## config.mk

```make
export PLATFORM = sky130hd
export DESIGN_NAME = weight_loader
export DESIGN_NICKNAME = d
export VERILOG_FILES = /design/src/rtl/weight_loader.sv
export SDC_FILE = /design/constraint.sdc
export NUM_CORES = 1
export LEC_CHECK = 0
export BUFFER_PORTS_ARGS = -buffer_cell sky130_fd_sc_hd__buf_4
export CORE_MARGIN = 4
export CORE_UTILIZATION = 36
export DETAILED_ROUTE_END_ITERATION = 8
export REMOVE_ABC_BUFFERS = 1
export SLEW_MARGIN = 20
export SYNTH_ARGS = -nofsm -noshare
export SYNTH_HDL_FRONTEND = slang
export SYNTH_SLANG_ARGS = --single-unit
```

## constraint.sdc

```tcl
create_clock -name clk -period 3.5 [get_ports clk]
set_clock_uncertainty 0.1 [all_clocks]
set_input_delay 0.7 -clock clk [delete_from_list [all_inputs] [get_ports clk]]
set_output_delay 0.7 -clock clk [all_outputs]
set_load 0.01 [all_outputs]
```

## src/rtl/weight_loader.sv

```systemverilog
// weight_loader: streams host words into per-neuron weight memories (optional checksum: WEIGHT_LOADER_CHECKSUM_EN)
module weight_loader #(
  parameter int numNeurons = 16,
  parameter int numWeights = 16,
  parameter int addressWidth = 4,
  parameter int dataWidth = 8,
  localparam int neuronWidth = (numNeurons > 1) ? $clog2(numNeurons) : 1
) (
  input  logic                    clk,
  input  logic                    resetN,
  input  logic                    start,
  input  logic                    abort,
  input  logic                    inValid,
  input  logic [dataWidth-1:0]    inData,
  output logic                    inReady,
  output logic [numNeurons-1:0]   writeEn,
  output logic [addressWidth-1:0] addr,
  output logic [dataWidth-1:0]    dataOut,
  output logic [neuronWidth-1:0]  neuronIdx,
  output logic                    busy,
  output logic                    done,
  output logic                    checksumErr
);
  typedef enum logic [1:0] {IDLE, LOAD, CHECK, DONE} state_t;
  state_t r_state, w_next;
  logic [addressWidth-1:0] r_w, r_addr;
  logic [neuronWidth-1:0] r_n;
  logic [numNeurons-1:0] r_wen;
  logic [dataWidth-1:0] r_data;
  logic w_xfer, w_load_xfer, w_last, w_wrap, w_start, w_abort;
  assign inReady = (r_state == LOAD || r_state == CHECK) && !abort;
  assign w_xfer = inValid && inReady;
  assign w_load_xfer = w_xfer && r_state == LOAD;
  assign w_wrap = r_w == addressWidth'(numWeights - 1);
  assign w_last = w_wrap && r_n == neuronWidth'(numNeurons - 1);
  assign w_start = r_state == IDLE && start;
  assign w_abort = r_state != IDLE && abort;
  assign writeEn = r_wen;
  assign addr = r_addr;
  assign dataOut = r_data;
  assign neuronIdx = r_n;
  assign busy = r_state != IDLE;
  assign done = r_state == DONE && !abort;
  // next-state selection; abort always wins over a pending transfer
  always_comb begin
    w_next = r_state;
    case (r_state)
      IDLE:  w_next = start ? LOAD : IDLE;
`ifdef WEIGHT_LOADER_CHECKSUM_EN
      LOAD:  w_next = abort ? IDLE : (w_load_xfer && w_last) ? CHECK : LOAD;
`else
      LOAD:  w_next = abort ? IDLE : (w_load_xfer && w_last) ? DONE : LOAD;
`endif
      CHECK: w_next = abort ? IDLE : w_xfer ? DONE : CHECK;
      default: w_next = IDLE;
    endcase
  end
  // state, registered write port and weight/neuron counters
  always_ff @(posedge clk or negedge resetN) begin
    if (!resetN) begin
      r_state <= IDLE;
      r_wen <= '0;
      r_addr <= '0;
      r_data <= '0;
      r_w <= '0;
      r_n <= '0;
    end else begin
      r_state <= w_next;
      r_wen <= w_load_xfer ? numNeurons'(1) << r_n : '0;
      if (w_load_xfer) begin
        r_addr <= r_w;
        r_data <= inData;
      end
      if (w_start || w_abort) begin
        r_w <= '0;
        r_n <= '0;
      end else if (w_load_xfer && !w_last) begin
        r_w <= w_wrap ? '0 : r_w + 1'b1;
        r_n <= w_wrap ? r_n + 1'b1 : r_n;
      end
    end
  end
`ifdef WEIGHT_LOADER_CHECKSUM_EN
  logic [dataWidth-1:0] r_acc;
  logic r_cerr, w_chk_xfer;
  assign w_chk_xfer = w_xfer && r_state == CHECK;
  assign checksumErr = r_cerr;
  // running sum of accepted weights, compared against the trailing checksum word
  always_ff @(posedge clk or negedge resetN) begin
    if (!resetN) begin
      r_acc <= '0;
      r_cerr <= 1'b0;
    end else if (w_start) begin
      r_acc <= '0;
      r_cerr <= 1'b0;
    end else if (w_abort) begin
      r_acc <= '0;
    end else if (w_load_xfer) begin
      r_acc <= r_acc + inData;
    end else if (w_chk_xfer && inData != r_acc) begin
      r_cerr <= 1'b1;
    end
  end
`else
  assign checksumErr = 1'b0;
`endif
endmodule
```

==> flow_summary.yaml <==
sta:
  grt_setup_unrepaired: "false"
  slew_violations: 0
  setup_viol: 0
  hold_viol: 0
  period_share_pct: 63.8
  tightest_slew_ps: 1000
  period_minus_slack_ps: 2230
  fmax_mhz: 448
  tns_ps: 0
  relSlewSlack_pct: 31.3
die:
  io_pins: 49
  dieArea_mm2: 0.00595
  die_h_um: 77.1
  row_count: 24
  chipWidth_um: 77.1
  fp.coreArea_mm2: 0.00447
  floorplan.initialDensity_pct: 38.5
place:
  gp_congestion: 0.773
  hpwl_um: 2690
  numPortBuffers: 47
  place_area_mm2: 0.00211
synth:
  synth_flop_cell: "dfrtp_1"
  synth.most_common_cell: "nand2_1"
  yosys_warnings: 0
  ys_top_cells_by_area: "dfrtp_1 (55%), nand2_1 (10%), ha_1 (8.0%)"
  ys_async_sr_fraction_pct: 100
  syn_inst: 163
  synth.avg_cell_area_um2: 10.6
  synth_cell_types: 33
  synth_area_mm2: 0.00172
  ys_ff_latch: 38
  synth_top_cell_by_area: "dfrtp_1"
  synth_top_area_share_pct: 55.3
  ys_seq_area_share_pct: 55.3
  synth_edf_count: 0
  synth_common_cells: "nand2_1 (46), dfrtp_1 (38), and3_1 (12)"
routing:
  vias_per_cell: 4.95
  drt_wl_total_um: 3690
  drtIter0Drc: 65
  via_count: 1306
  postRouteAntennaNets: 0
  firstDrtPassIters: 4
  wl_per_cell_um: 14.0
  drc_errors: 0
setup_path:
  slowest_stage: "dfrtp_1"
  cp-endpoint: "inReady"
  critPathArrivalTime_ps: 1430
  worstSetupPathType: "reg -> out"
  required_ps: 2700
  path_cells: "inv_1, ha_1, nor2b_1, buf_4"
  crit_path_start_kind: "register"
  cp_max_fo: 3
  path_buf_inv: 2
  r2r_start: "r_state[0]"
  cp-startpoint: "r_state[1]"
  reg2reg_depth: 5
  worst_r2r_endpoint: "r_w[3]"
  slowest_delay_ps: 390
  cp-end-kind: "output port"
  cp_top_family: "flip-flops"
  cp.depth: 4
  r2r_slack_ps: 1330
clock_tree:
  cts_max_path_buffers: 2
  clockRootBuffer: "clkbuf_8"
  htreeDepth: 2
  tritoncts: "yes"
  post_cts_resized: 0
  clkTransAtPathRegs_ps: 70
  cts_buffers: 5
  postCtsHoldBufs: 0
  clock_latency_ps: 280
  clock-sinks: 38
  postCtsSetupBuffers: 0
global_routing:
  overflow: 0
  first_global_vias: 1324
  globalRouteTotalUtil_pct: 13.1
  antenna_found_initial: 0
  grt_max_degree: 39
  grt_pass1_wl_um: 6240
finish:
  final_layout_size_suffix_gt1_share_pct: 26.9
  area_growth_pct: 28.7
  stdcell_area_mm2: 0.00221
  final_nets: 235
  diodes: 0
worst_hold_path:
  hp-class: "in -> async"
outcome:
  status: "finished clean"
power_and_ir_drop:
  powerDensity_mw_per_mm2: 461
  p_leak_uw: 0.00120
  vdd_drop_max_mv: 0.180
flow_run:
  max_cap_violations: 0
how the worst min path moves through the flow:
stage / slack [ps] / end / from
finish: 270 / dataOut[5] / resetN
global route: 310 / dataOut[5] / resetN
CTS: 280 / neuronIdx[3] / resetN
detailed placement: 370 / dataOut[1] / dataOut[1]
global placement: 360 / dataOut[3] / dataOut[3]
floorplan: 300 / addr[0] / resetN
sequential cells by signal (all words and copies together), names as in the netlist:
register   flops
addr           4
dataOut        8
r_w            4
writeEn       16
r_state        2
neuronIdx      4
cells in the final DEF, fill, tap and decap left out, types with 2 or more instances in the layout:
cell type / instances
nor2b_1: 2
and2_1: 5
clkbuf_8: 5
nand3_1: 4
clkbuf_1: 2
dfrtp_1: 38
ha_1: 11
buf_4: 47
and3_1: 12
o21ai_1: 2
inv_1: 7
a21oi_1: 3
mux2i_1: 6
nand2b_1: 4
nand2_1: 46
layout make-up:
type / instances / area [um^2]
clock buffer: 7 / 76.3
clock inverter: 1 / 30.0
fill: 394 / 2260
inverter: 7 / 26.3
multi-input combinational: 112 / 713
sequential: 38 / 951
tap: 52 / 65.1
timing repair buffer: 47 / 353
power by group:
group          total, uW  leakage [uW]  switching (uW)  internal [uW]
registers            499      0.000518            21.9            477
clock network        357     0.0000524             144            213
logic                165      0.000628            86.4           78.4
metrics by stage:
| step | cells | power (uW) | worst slack (ps) | hold WS [ps] | utilization, % |
|---|---|---|---|---|---|
| after floorplan | 157 | 577 | 1700 | 304 | - |
| after global placement | 256 | 669 | 1400 | 359 | 47.1 |
| after detailed placement | 256 | 676 | 1280 | 366 | 47.1 |
| after CTS | 264 | 1040 | 1250 | 280 | 49.5 |
| after global routing | 264 | 1070 | 1100 | 309 | 49.5 |
| final | 264 | 1020 | 1270 | 268 | 49.5 |
kinds of logic after synthesis:
family	after synthesis	share of synthesized area, %
AO/OA/AOI/OAI	11	4.15
AND/OR/NAND/NOR	83	25.6
multiplexers	6	3.49
other	1	0.218
flip-flops	38	55.3
adder cells (fa/ha/maj)	11	8.00
buffers and inverters	13	3.27
worst reg2reg max path, delay by kind of cell, from the launching register on:
| family | cells | cell delay, ps |
|---|---|---|
| AOI/OAI and AO/OA | 2 | 450 |
| adders and majority gates | 1 | 220 |
| buffers and inverters | 1 | 90 |
| DFF | 1 | 400 |
| muxes | 1 | 850 |
routing by layer:
layer | routed length [um] | up-vias | track usage, %
met1 | 1560 | 637 | 14.8
met4 | 104 | 0 | 8.01
met5 | 0 | - | 0
li1 | - | 629 | -
met2 | 1840 | 33 | 21.9
met3 | 179 | 7 | 3.63
No activity file was read; power rests on OpenSTA's default activity.
